### src/rtl/atm_ledger.sv
// Account-ledger responder: scans a fixed account table and applies
// authenticate, balance, withdraw, deposit and transfer requests to the balances it owns.
module atm_ledger #(
   parameter int unsigned NUM_ACCOUNTS = 4,
   localparam int unsigned ACC_W = 12,
   localparam int unsigned PIN_W = 4,
   localparam int unsigned AMT_W = 11,
   localparam int unsigned OP_W  = 3,
   parameter logic [NUM_ACCOUNTS*ACC_W-1:0] ACC_LIST =
      {12'd1007, 12'd3412, 12'd2816, 12'd2178},
   parameter logic [NUM_ACCOUNTS*PIN_W-1:0] PIN_LIST =
      {4'd1, 4'd9, 4'd6, 4'd4},
   parameter logic [AMT_W-1:0] INIT_BALANCE = 11'd1000
) (
   input  logic             clk,
   input  logic             reset_n,
   input  logic             reqValid,
   output logic             reqReady,
   input  logic [OP_W-1:0]  reqOp,
   input  logic [ACC_W-1:0] reqAcc,
   input  logic [PIN_W-1:0] reqPin,
   input  logic [ACC_W-1:0] reqDest,
   input  logic [AMT_W-1:0] reqAmount,
   output logic             rspValid,
   input  logic             rspReady,
   output logic             rspError,
   output logic [AMT_W-1:0] rspBalance
);

   localparam int unsigned IDX_W = (NUM_ACCOUNTS > 1) ? $clog2(NUM_ACCOUNTS) : 1;
   localparam int unsigned SUM_W = AMT_W + 1;
   localparam logic [SUM_W-1:0] BAL_MAX = SUM_W'(2047);

   localparam logic [OP_W-1:0] OP_WITHDRAW = 3'd2;
   localparam logic [OP_W-1:0] OP_DEPOSIT  = 3'd3;
   localparam logic [OP_W-1:0] OP_TRANSFER = 3'd4;

   typedef enum logic [2:0] {
      IDLE        = 3'd0,
      SEARCH      = 3'd1,
      SEARCH_DEST = 3'd2,
      EXECUTE     = 3'd3,
      RESPOND     = 3'd4
   } state_t;

   state_t state_q, state_d;

   logic [OP_W-1:0]  op_q, op_d;
   logic [ACC_W-1:0] acc_q, acc_d;
   logic [PIN_W-1:0] pin_q, pin_d;
   logic [ACC_W-1:0] dest_q, dest_d;
   logic [AMT_W-1:0] amt_q, amt_d;

   logic [IDX_W-1:0] scan_q, scan_d;
   logic             src_found_q, src_found_d;
   logic [IDX_W-1:0] src_idx_q, src_idx_d;
   logic             dst_found_q, dst_found_d;
   logic [IDX_W-1:0] dst_idx_q, dst_idx_d;

   logic [AMT_W-1:0] bal_q [NUM_ACCOUNTS];
   logic [AMT_W-1:0] bal_d [NUM_ACCOUNTS];

   logic             rsp_valid_q, rsp_valid_d;
   logic             rsp_error_q, rsp_error_d;
   logic [AMT_W-1:0] rsp_balance_q, rsp_balance_d;

   logic [AMT_W-1:0] src_bal, dst_bal, new_src;
   logic [SUM_W-1:0] src_sum, dst_sum;
   logic             illegal, src_ok, last_entry, exec_err;

   function automatic logic [ACC_W-1:0] acc_at(input logic [IDX_W-1:0] i);
      return ACC_LIST[int'(i)*ACC_W +: ACC_W];
   endfunction

   function automatic logic [PIN_W-1:0] pin_at(input logic [IDX_W-1:0] i);
      return PIN_LIST[int'(i)*PIN_W +: PIN_W];
   endfunction

   assign reqReady   = (state_q == IDLE) && reset_n;
   assign rspValid   = rsp_valid_q;
   assign rspError   = rsp_error_q;
   assign rspBalance = rsp_balance_q;

   // Next-state, scan bookkeeping and balance update
   always_comb begin
      state_d       = state_q;
      op_d          = op_q;
      acc_d         = acc_q;
      pin_d         = pin_q;
      dest_d        = dest_q;
      amt_d         = amt_q;
      scan_d        = scan_q;
      src_found_d   = src_found_q;
      src_idx_d     = src_idx_q;
      dst_found_d   = dst_found_q;
      dst_idx_d     = dst_idx_q;
      bal_d         = bal_q;
      rsp_valid_d   = rsp_valid_q;
      rsp_error_d   = rsp_error_q;
      rsp_balance_d = rsp_balance_q;

      src_bal    = bal_q[src_idx_q];
      dst_bal    = bal_q[dst_idx_q];
      src_sum    = {1'b0, src_bal} + {1'b0, amt_q};
      dst_sum    = {1'b0, dst_bal} + {1'b0, amt_q};
      illegal    = (op_q > OP_TRANSFER);
      src_ok     = src_found_q && (pin_at(src_idx_q) == pin_q);
      last_entry = (scan_q == IDX_W'(NUM_ACCOUNTS - 1));
      exec_err   = 1'b0;
      new_src    = src_bal;

      unique case (state_q)
         IDLE: begin
            if (reqValid) begin
               op_d        = reqOp;
               acc_d       = reqAcc;
               pin_d       = reqPin;
               dest_d      = reqDest;
               amt_d       = reqAmount;
               scan_d      = '0;
               src_found_d = 1'b0;
               dst_found_d = 1'b0;
               state_d     = SEARCH;
            end
         end
         SEARCH: begin
            if (!src_found_q && (acc_at(scan_q) == acc_q)) begin
               src_found_d = 1'b1;
               src_idx_d   = scan_q;
            end
            if (last_entry) begin
               scan_d  = '0;
               state_d = (op_q == OP_TRANSFER) ? SEARCH_DEST : EXECUTE;
            end else begin
               scan_d = scan_q + IDX_W'(1);
            end
         end
         SEARCH_DEST: begin
            if (!dst_found_q && (acc_at(scan_q) == dest_q)) begin
               dst_found_d = 1'b1;
               dst_idx_d   = scan_q;
            end
            if (last_entry) begin
               scan_d  = '0;
               state_d = EXECUTE;
            end else begin
               scan_d = scan_q + IDX_W'(1);
            end
         end
         EXECUTE: begin
            if (illegal || !src_ok) begin
               exec_err = 1'b1;
            end else if (op_q == OP_WITHDRAW) begin
               if (amt_q > src_bal) exec_err = 1'b1;
               else                 new_src  = src_bal - amt_q;
            end else if (op_q == OP_DEPOSIT) begin
               if (src_sum > BAL_MAX) exec_err = 1'b1;
               else                   new_src  = src_sum[AMT_W-1:0];
            end else if (op_q == OP_TRANSFER) begin
               if (!dst_found_q || (dst_idx_q == src_idx_q) ||
                   (amt_q > src_bal) || (dst_sum > BAL_MAX)) begin
                  exec_err = 1'b1;
               end else begin
                  new_src            = src_bal - amt_q;
                  bal_d[dst_idx_q]   = dst_sum[AMT_W-1:0];
               end
            end
            if (!exec_err) bal_d[src_idx_q] = new_src;
            rsp_valid_d   = 1'b1;
            rsp_error_d   = exec_err;
            rsp_balance_d = (illegal || !src_found_q) ? '0 : new_src;
            state_d       = RESPOND;
         end
         RESPOND: begin
            if (rspReady) begin
               rsp_valid_d = 1'b0;
               state_d     = IDLE;
            end
         end
         default: state_d = IDLE;
      endcase
   end

   always_ff @(posedge clk or negedge reset_n) begin
      if (!reset_n) begin
         state_q       <= IDLE;
         op_q          <= '0;
         acc_q         <= '0;
         pin_q         <= '0;
         dest_q        <= '0;
         amt_q         <= '0;
         scan_q        <= '0;
         src_found_q   <= 1'b0;
         src_idx_q     <= '0;
         dst_found_q   <= 1'b0;
         dst_idx_q     <= '0;
         for (int i = 0; i < int'(NUM_ACCOUNTS); i++) bal_q[i] <= INIT_BALANCE;
         rsp_valid_q   <= 1'b0;
         rsp_error_q   <= 1'b0;
         rsp_balance_q <= '0;
      end else begin
         state_q       <= state_d;
         op_q          <= op_d;
         acc_q         <= acc_d;
         pin_q         <= pin_d;
         dest_q        <= dest_d;
         amt_q         <= amt_d;
         scan_q        <= scan_d;
         src_found_q   <= src_found_d;
         src_idx_q     <= src_idx_d;
         dst_found_q   <= dst_found_d;
         dst_idx_q     <= dst_idx_d;
         bal_q         <= bal_d;
         rsp_valid_q   <= rsp_valid_d;
         rsp_error_q   <= rsp_error_d;
         rsp_balance_q <= rsp_balance_d;
      end
   end

endmodule

### config.mk
export PLATFORM = sky130hd
export DESIGN_NAME = atm_ledger
export DESIGN_NICKNAME = d
export VERILOG_FILES = /design/src/rtl/atm_ledger.sv
export SDC_FILE = /design/constraint.sdc
export NUM_CORES = 1
export LEC_CHECK = 0
export ABC_AREA = 1
export BUFFER_PORTS_ARGS = -buffer_cell sky130_fd_sc_hd__buf_4
export CAP_MARGIN = 20
export CORE_ASPECT_RATIO = 0.9
export CORE_MARGIN = 3
export CORE_UTILIZATION = 50
export DETAILED_ROUTE_END_ITERATION = 10
export GPL_ROUTABILITY_DRIVEN = 0
export PLACE_DENSITY = 0.68
export SYNTH_ARGS = -nofsm -noshare
export SYNTH_HDL_FRONTEND = slang
export SYNTH_SLANG_ARGS = --single-unit
### constraint.sdc
create_clock -name clk -period 4.1 [get_ports clk]
set_input_delay 0.82 -clock clk [delete_from_list [all_inputs] [get_ports clk]]
set_output_delay 0.82 -clock clk [all_outputs]
set_load 0.05 [all_outputs]
### Word level (Yosys, flattened, before mapping)

Cells that the tools add are included.

| word-level totals | value |
|---|---|
| word-level logic and storage cells | 133 |
| register bits | 110 |
| bits of input ports | 46 |

| operators by class | value |
|---|---|
| bitwise logic cells | 2 |
| shift-type cells | 2 |
| reductions and logical operators | 28 |
| equality and inequality tests | 18 |
| magnitude comparators | 8 |
| multiply operators | 1 |
| multiplexer cells | 52 |
| add/sub/neg operators | 4 |

Operators by type and width:

| kind | count |
|---|---|
| $mux 44 | 7 |
| $mux 11 | 15 |
| $bwmux 44 | 2 |
| $shiftx 48x7->12 const A | 1 |
| $bmux 11 s2 | 2 |
| $demux 11 s2 | 2 |
| $add 11x11->12 | 2 |
| $eq 12x12->1 | 2 |
| $gt 12x11->1 const B | 2 |
| $shiftx 16x5->4 const A | 1 |
| $pmux 3 s5 | 1 |
| $mux 1 | 13 |
| $eq 3x2->1 const B | 4 |
| $mux 3 | 4 |
| $ne 2x2->1 const B | 6 |
| $gt 11x11->1 | 1 |
| $sub 11x11->11 | 1 |
| $reduce_and 2->1 | 5 |
| $reduce_bool 2->1 | 4 |
| $eq 3x3->1 const B | 2 |
| $ge 3x3->1 const B | 2 |
| $logic_and 1x1->1 | 6 |
| $lt 3x1->1 const B | 2 |
| $not 2->3 | 2 |
| 16 further kinds | 26 |

### Depth between registers and ports, before layout

| logic depth | value |
|---|---|
| depth in word-level cells | 15 |
| depth in mapped cells | 26 |
| depth with buffers taken out | 25 |

### Worst setup path after synthesis

Ideal clock, no wire load.

| timing | value |
|---|---|
| path kind | flip-flop to flip-flop |
| start point | register src_idx_q[0] |
| end point | register bal_q[23] (netlist bit) |
| stages on the path, launching flop included | 26 |
| path buffers | 3 |
| arrival time | 2984 ps |
| library setup time | 116 ps |
| slack | 999 ps |
| cell sequence | dfrtp_1 > inv_1 > nand2_1 > buf_4 > nor2_1 > nor3_1 > inv_1 > ha_1 > buf_6 > nand2_1 > nand2_1 > inv_1 > nand2_1 > nand2_2 > nand3_4 > nor2_2 > clkinv_4 > nand2_4 > nor2_8 > nand3_4 > buf_6 > nand3_2 > nand2_1 > clkinv_1 > nand2_1 > nand2_1 |

| on the way | value |
|---|---|
| longest elaborated chain between the ends | 15 |

Ends and longest elaborated chain:

| element | line | RTL |
|---|---|---|
| start, declared | 56 | `logic [IDX_W-1:0] src_idx_q, src_idx_d;` |
| start signal, assigned | 210 | `src_idx_q <= src_idx_d;` |
| branches (longest 14 deep; another with $add 11x11->12) | n/a |  |
| $mux 44 (*) | 168 | `if (!exec_err) bal_d[src_idx_q] = new_src;` |
| end signal, assigned | 213 | `bal_q <= bal_d;` |
| end, declared | 60 | `logic [AMT_W-1:0] bal_q [NUM_ACCOUNTS];` |

Mark *: on every way between the ends. The select of a mux whose other input is x is not followed.
A chain may end at the register's enable or synchronous reset.

### Worst setup path after layout

| timing | value |
|---|---|
| start point | register src_idx_q[0] |
| end point | register bal_q[22] (netlist bit) |

Same word-level chain as after synthesis.

==> report_table.html <==
<table>
<tr><th>Metric</th><th>Value</th></tr>
<tr><th colspan="2">Setup path</th></tr>
<tr><td>Classification of the worst setup path</td><td>flip-flop to flip-flop</td></tr>
<tr><td>Largest fanout on the critical path</td><td>8</td></tr>
<tr><td>Worst Setup Start Kind</td><td>flip-flop</td></tr>
<tr><td>Reg2reg setup slack</td><td>~340 ps</td></tr>
<tr><td>Worst EP arrival</td><td>slightly above 4000 ps</td></tr>
<tr><td>Critical Path Sink Type</td><td>flip-flop</td></tr>
<tr><td>Worst path required time</td><td>4410 ps</td></tr>
<tr><th colspan="2">Logic synthesis</th></tr>
<tr><td>Sequential cell area fraction in the yosys report</td><td>31.3%</td></tr>
<tr><td>Post-Syn Instances</td><td>around 1400</td></tr>
<tr><td>Net count after synthesis</td><td>1441</td></tr>
<tr><td>Synth Register Bits</td><td>110</td></tr>
<tr><td>Number of synthesized flops with an enable pin</td><td>0</td></tr>
<tr><td>Number of warning messages in the yosys log</td><td>0</td></tr>
<tr><td>Top FF cell, synth</td><td>dfrtp_1</td></tr>
<tr><td>Async set-reset flop share out of synthesis</td><td>100%</td></tr>
<tr><td>Synth unique cells</td><td>56</td></tr>
<tr><td>Avg Synthesized Cell Area</td><td>6.56 µm²</td></tr>
<tr><td>Cell area after synthesis</td><td>8890 µm²</td></tr>
<tr><th colspan="2">Place</th></tr>
<tr><td>Number of buffer cells added on primary ports</td><td>59</td></tr>
<tr><td>Cell area after placement</td><td>9770 µm²</td></tr>
<tr><td>Place WS</td><td>128 ps</td></tr>
<tr><td>Half-perimeter wire length after detailed placement</td><td>20.9 mm</td></tr>
<tr><th colspan="2">Power and ir drop</th></tr>
<tr><td>Worst IR drop on VDD</td><td>350 µV</td></tr>
<tr><td>Sum of internal, switching and leakage power</td><td>5.09 mW</td></tr>
<tr><td>Power density normalized to cell area</td><td>503 nW/µm²</td></tr>
<tr><td>Leakage</td><td>5.41 nW</td></tr>
<tr><th colspan="2">Routing</th></tr>
<tr><td>Final routed wire length divided by cell count</td><td>16.3 µm</td></tr>
<tr><td>Post-route DRC violation count</td><td>0</td></tr>
<tr><td>DRT iter0 DRCs</td><td>1020</td></tr>
<tr><td>Vias post-DR</td><td>about 9000</td></tr>
<tr><td>ANT nets after route</td><td>0</td></tr>
<tr><td>1st-pass router iterations</td><td>5</td></tr>
<tr><td>Routed wire length</td><td>27.4 mm</td></tr>
<tr><td>Vias per std cell</td><td>5.35</td></tr>
<tr><th colspan="2">GRT</th></tr>
<tr><td>Grt met2 use</td><td>43.1%</td></tr>
<tr><td>Number of antenna violations at the first check in global routing</td><td>0</td></tr>
<tr><td>GRT Max-Usage Layer</td><td>met2</td></tr>
<tr><td>Overall routing resource usage</td><td>28.5%</td></tr>
<tr><td>Met3 Track Usage GR</td><td>4.66%</td></tr>
<tr><td>Met1 capacity usage during global routing</td><td>approximately two fifths</td></tr>
<tr><td>GRT overflow</td><td>0</td></tr>
<tr><td>Via count of the first global-routing pass</td><td>roughly 8300</td></tr>
<tr><td>Wire length of the first global-routing pass</td><td>44.7 mm</td></tr>
<tr><td>Maximum number of pins on one net before global-route repair</td><td>55</td></tr>
<tr><th colspan="2">Final layout</th></tr>
<tr><td>Finished Cell Area</td><td>between 10000 and 15000 µm²</td></tr>
<tr><td>Final net count</td><td>1522</td></tr>
<tr><td>Area growth syn-to-layout</td><td>13.7%</td></tr>
<tr><td>Number of filler instances in the final layout</td><td>1721</td></tr>
<tr><td>Antenna diode count</td><td>0</td></tr>
<tr><td>Commonest cells after routing, fill and taps aside</td><td>nand2_1 (535), inv_1 (168), buf_4 (120), nor2_1 (88), dfrtp_1 (86)</td></tr>
<tr><td>Layout cells sized above 1</td><td>15.1%</td></tr>
<tr><td>Commonest non-fill, non-tap cell in the layout</td><td>nand2_1</td></tr>
<tr><td>Area of the multi-input gates</td><td>5110 µm²</td></tr>
<tr><td>Sequential cell area</td><td>2780 µm²</td></tr>
<tr><td>Utilization after layout</td><td>58.9%</td></tr>
<tr><th colspan="2">Clocking</th></tr>
<tr><td>CTS tree</td><td>yes</td></tr>
<tr><td>Clk Latency, worst-skew pair</td><td>approximately 370 ps</td></tr>
<tr><td>Clock sink count</td><td>110</td></tr>
<tr><td>Number of buffers inserted during clock tree synthesis</td><td>9</td></tr>
<tr><td>Clk root buf</td><td>clkbuf_16</td></tr>
<tr><td>Maximum buffer depth of the clock tree</td><td>2</td></tr>
<tr><td>Hold-fix buffers at CTS</td><td>0</td></tr>
<tr><td>CTS HTree Levels</td><td>3</td></tr>
<tr><td>Clock slew seen by the registers of the worst setup and hold paths</td><td>90 ps</td></tr>
<tr><td>Count of instances resized after the clock tree is built</td><td>0</td></tr>
<tr><td>Setup Buffers After CTS</td><td>0</td></tr>
<tr><th colspan="2">STA</th></tr>
<tr><td>Unrepaired setup endpoints after global routing</td><td>no</td></tr>
<tr><td>Number of setup violations in the final report</td><td>0</td></tr>
<tr><td>Max-slew headroom at the worst pin</td><td>49.6%</td></tr>
<tr><td>Minimum clock period after layout</td><td>3760 ps</td></tr>
<tr><td>Peak clock frequency supported by timing</td><td>266 MHz</td></tr>
<tr><td>Total Neg Setup Slack</td><td>0 ps</td></tr>
<tr><td>Final critical-path share of the clock period</td><td>91.7%</td></tr>
<tr><td>Post-layout worst setup margin</td><td>342 ps</td></tr>
<tr><td>Pin slew with the least headroom to its limit</td><td>755 ps</td></tr>
<tr><td>Hold Vio Cnt, Final</td><td>0</td></tr>
<tr><td>Final max-slew violation count</td><td>0</td></tr>
<tr><td>Worst clock skew</td><td>8.09 ps</td></tr>
<tr><th colspan="2">Die</th></tr>
<tr><td>Core area</td><td>roughly 17000 µm²</td></tr>
<tr><td>Cell row count</td><td>45</td></tr>
<tr><td>Die width</td><td>147 µm</td></tr>
<tr><td>Die area</td><td>19400 µm²</td></tr>
<tr><td>Initial Util</td><td>around half</td></tr>
<tr><td>Die boundary height</td><td>132 µm</td></tr>
<tr><td>I/O pin cnt</td><td>60</td></tr>
<tr><th colspan="2">Outcome</th></tr>
<tr><td>Result of the run</td><td>finished, final reports clean</td></tr>
<tr><th colspan="2">Min path</th></tr>
<tr><td>Hold Path Class</td><td>input pin to asynchronous set/reset pin</td></tr>
<tr><th colspan="2">Job</th></tr>
<tr><td>Maxcap violations</td><td>0</td></tr>
</table>
[through the flow]
step	hold WS, ps	cells
2_1_floorplan	448	1356
3_5_place_dp	469	1661
4_1_cts	392	1677
6_report	386	1677
3_3_place_gp	456	1661
5_1_grt	401	1677
[metal layers]
metal / part of all wire [%] / vias up
met2: 43 / 375
met3: 8.0 / 47
met4: 2.3 / 0
met5: 0 / -
li1: - / 4471
met1: 46 / 4083
[flip-flops by register name (all words and copies together), names as in the netlist, 2 cells and up]
| register | cells |
|---|---|
| bal_q | 44 |
| amt_q | 11 |
| src_idx_q | 2 |
| acc_q | 12 |
| dest_q | 12 |
| pin_q | 4 |
| rspBalance | 11 |
| dst_idx_q | 2 |
| state_q | 3 |
| op_q | 3 |
| scan_q | 2 |
[cell families after synthesis]
group,count (synthesis),synth area share (%)
fa+ha+maj,39,5.74
buf+inv,235,11.5
xor+xnor,22,2.17
compound gates,202,13.4
flops,110,31.3
simple gates,748,35.8
[area by class of cell]
cell class	count	area share, %
Clock buffer	9	2.23
Inverter	185	6.96
Tap cell	235	2.91
Sequential cell	110	27.5
Multi-Input combinational cell	1011	50.6
Timing Repair Buffer	120	8.91
Clock inverter	7	0.866
[where the power goes]
part	switching [mW]	internal, mW
clock network	0.496	0.442
logic	1.76	0.816
registers	0.232	1.34
[synthesized netlist by cell type (3+ instances only)]
cell type      number  share of area [%]
o21ai_0            79                4.4
xnor2_1             4               0.39
nand3_1            62                3.5
buf_6              11                1.4
nor3_1             12               0.68
fa_1                3               0.68
nor3_2              4               0.45
o221ai_1           13                1.3
buf_2              12               0.68
nand3_4             4               0.79
o22ai_1            13               0.91
a21oi_1            48                2.7
dlygate4sd1_1       3               0.30
clkbuf_1           18               0.76
nand3_2             9                1.0
clkinv_1            3               0.13
ha_1               36                5.1
nor2_2              4               0.28
o21ai_1             8               0.45
dfstp_2            24                7.1
dfrtp_1            86                 24
o21bai_1            3               0.25
buf_4               6               0.51
nor2_1             89                3.8
a22oi_1            13                1.1
nand2_2             6               0.42
nand2_1           535                 23
a31oi_1             9               0.63
inv_1             168                7.1
xor2_1             18                1.8
inv_2              11               0.46
nand4_1            11               0.77
[worst paths after layout]
path	to	start	cells past startpoint
min in group clk	bal_q[18]	bal_q[18]	2
setup / recovery	bal_q[22]	src_idx_q[0]	23
hold / removal	rspBalance[5]	reset_n	1
hold reg to reg	bal_q[18]	bal_q[18]	2
max in group asynchronous	amt_q[5]	reset_n	2
setup reg to reg	bal_q[22]	src_idx_q[0]	23
[worst max-delay path, stage by stage, from the launching register on]
cell	delay, ps
dfrtp_1	450
nor2_1	300
buf_4	220
inv_1	80
o22ai_1	130
nor2_1	70
o21ai_0	180
ha_1	410
nand2_2	120
inv_1	40
nand2_1	80
nand2_1	100
nand2_1	140
nand3_4	140
nor2_2	230
clkinv_4	120
buf_4	170
o22ai_1	110
nor2_1	60
nand2_1	80
nand2_1	220
nand2_1	140
nand2_1	50
nand2_1	50
(Power assumes the default switching activity.)
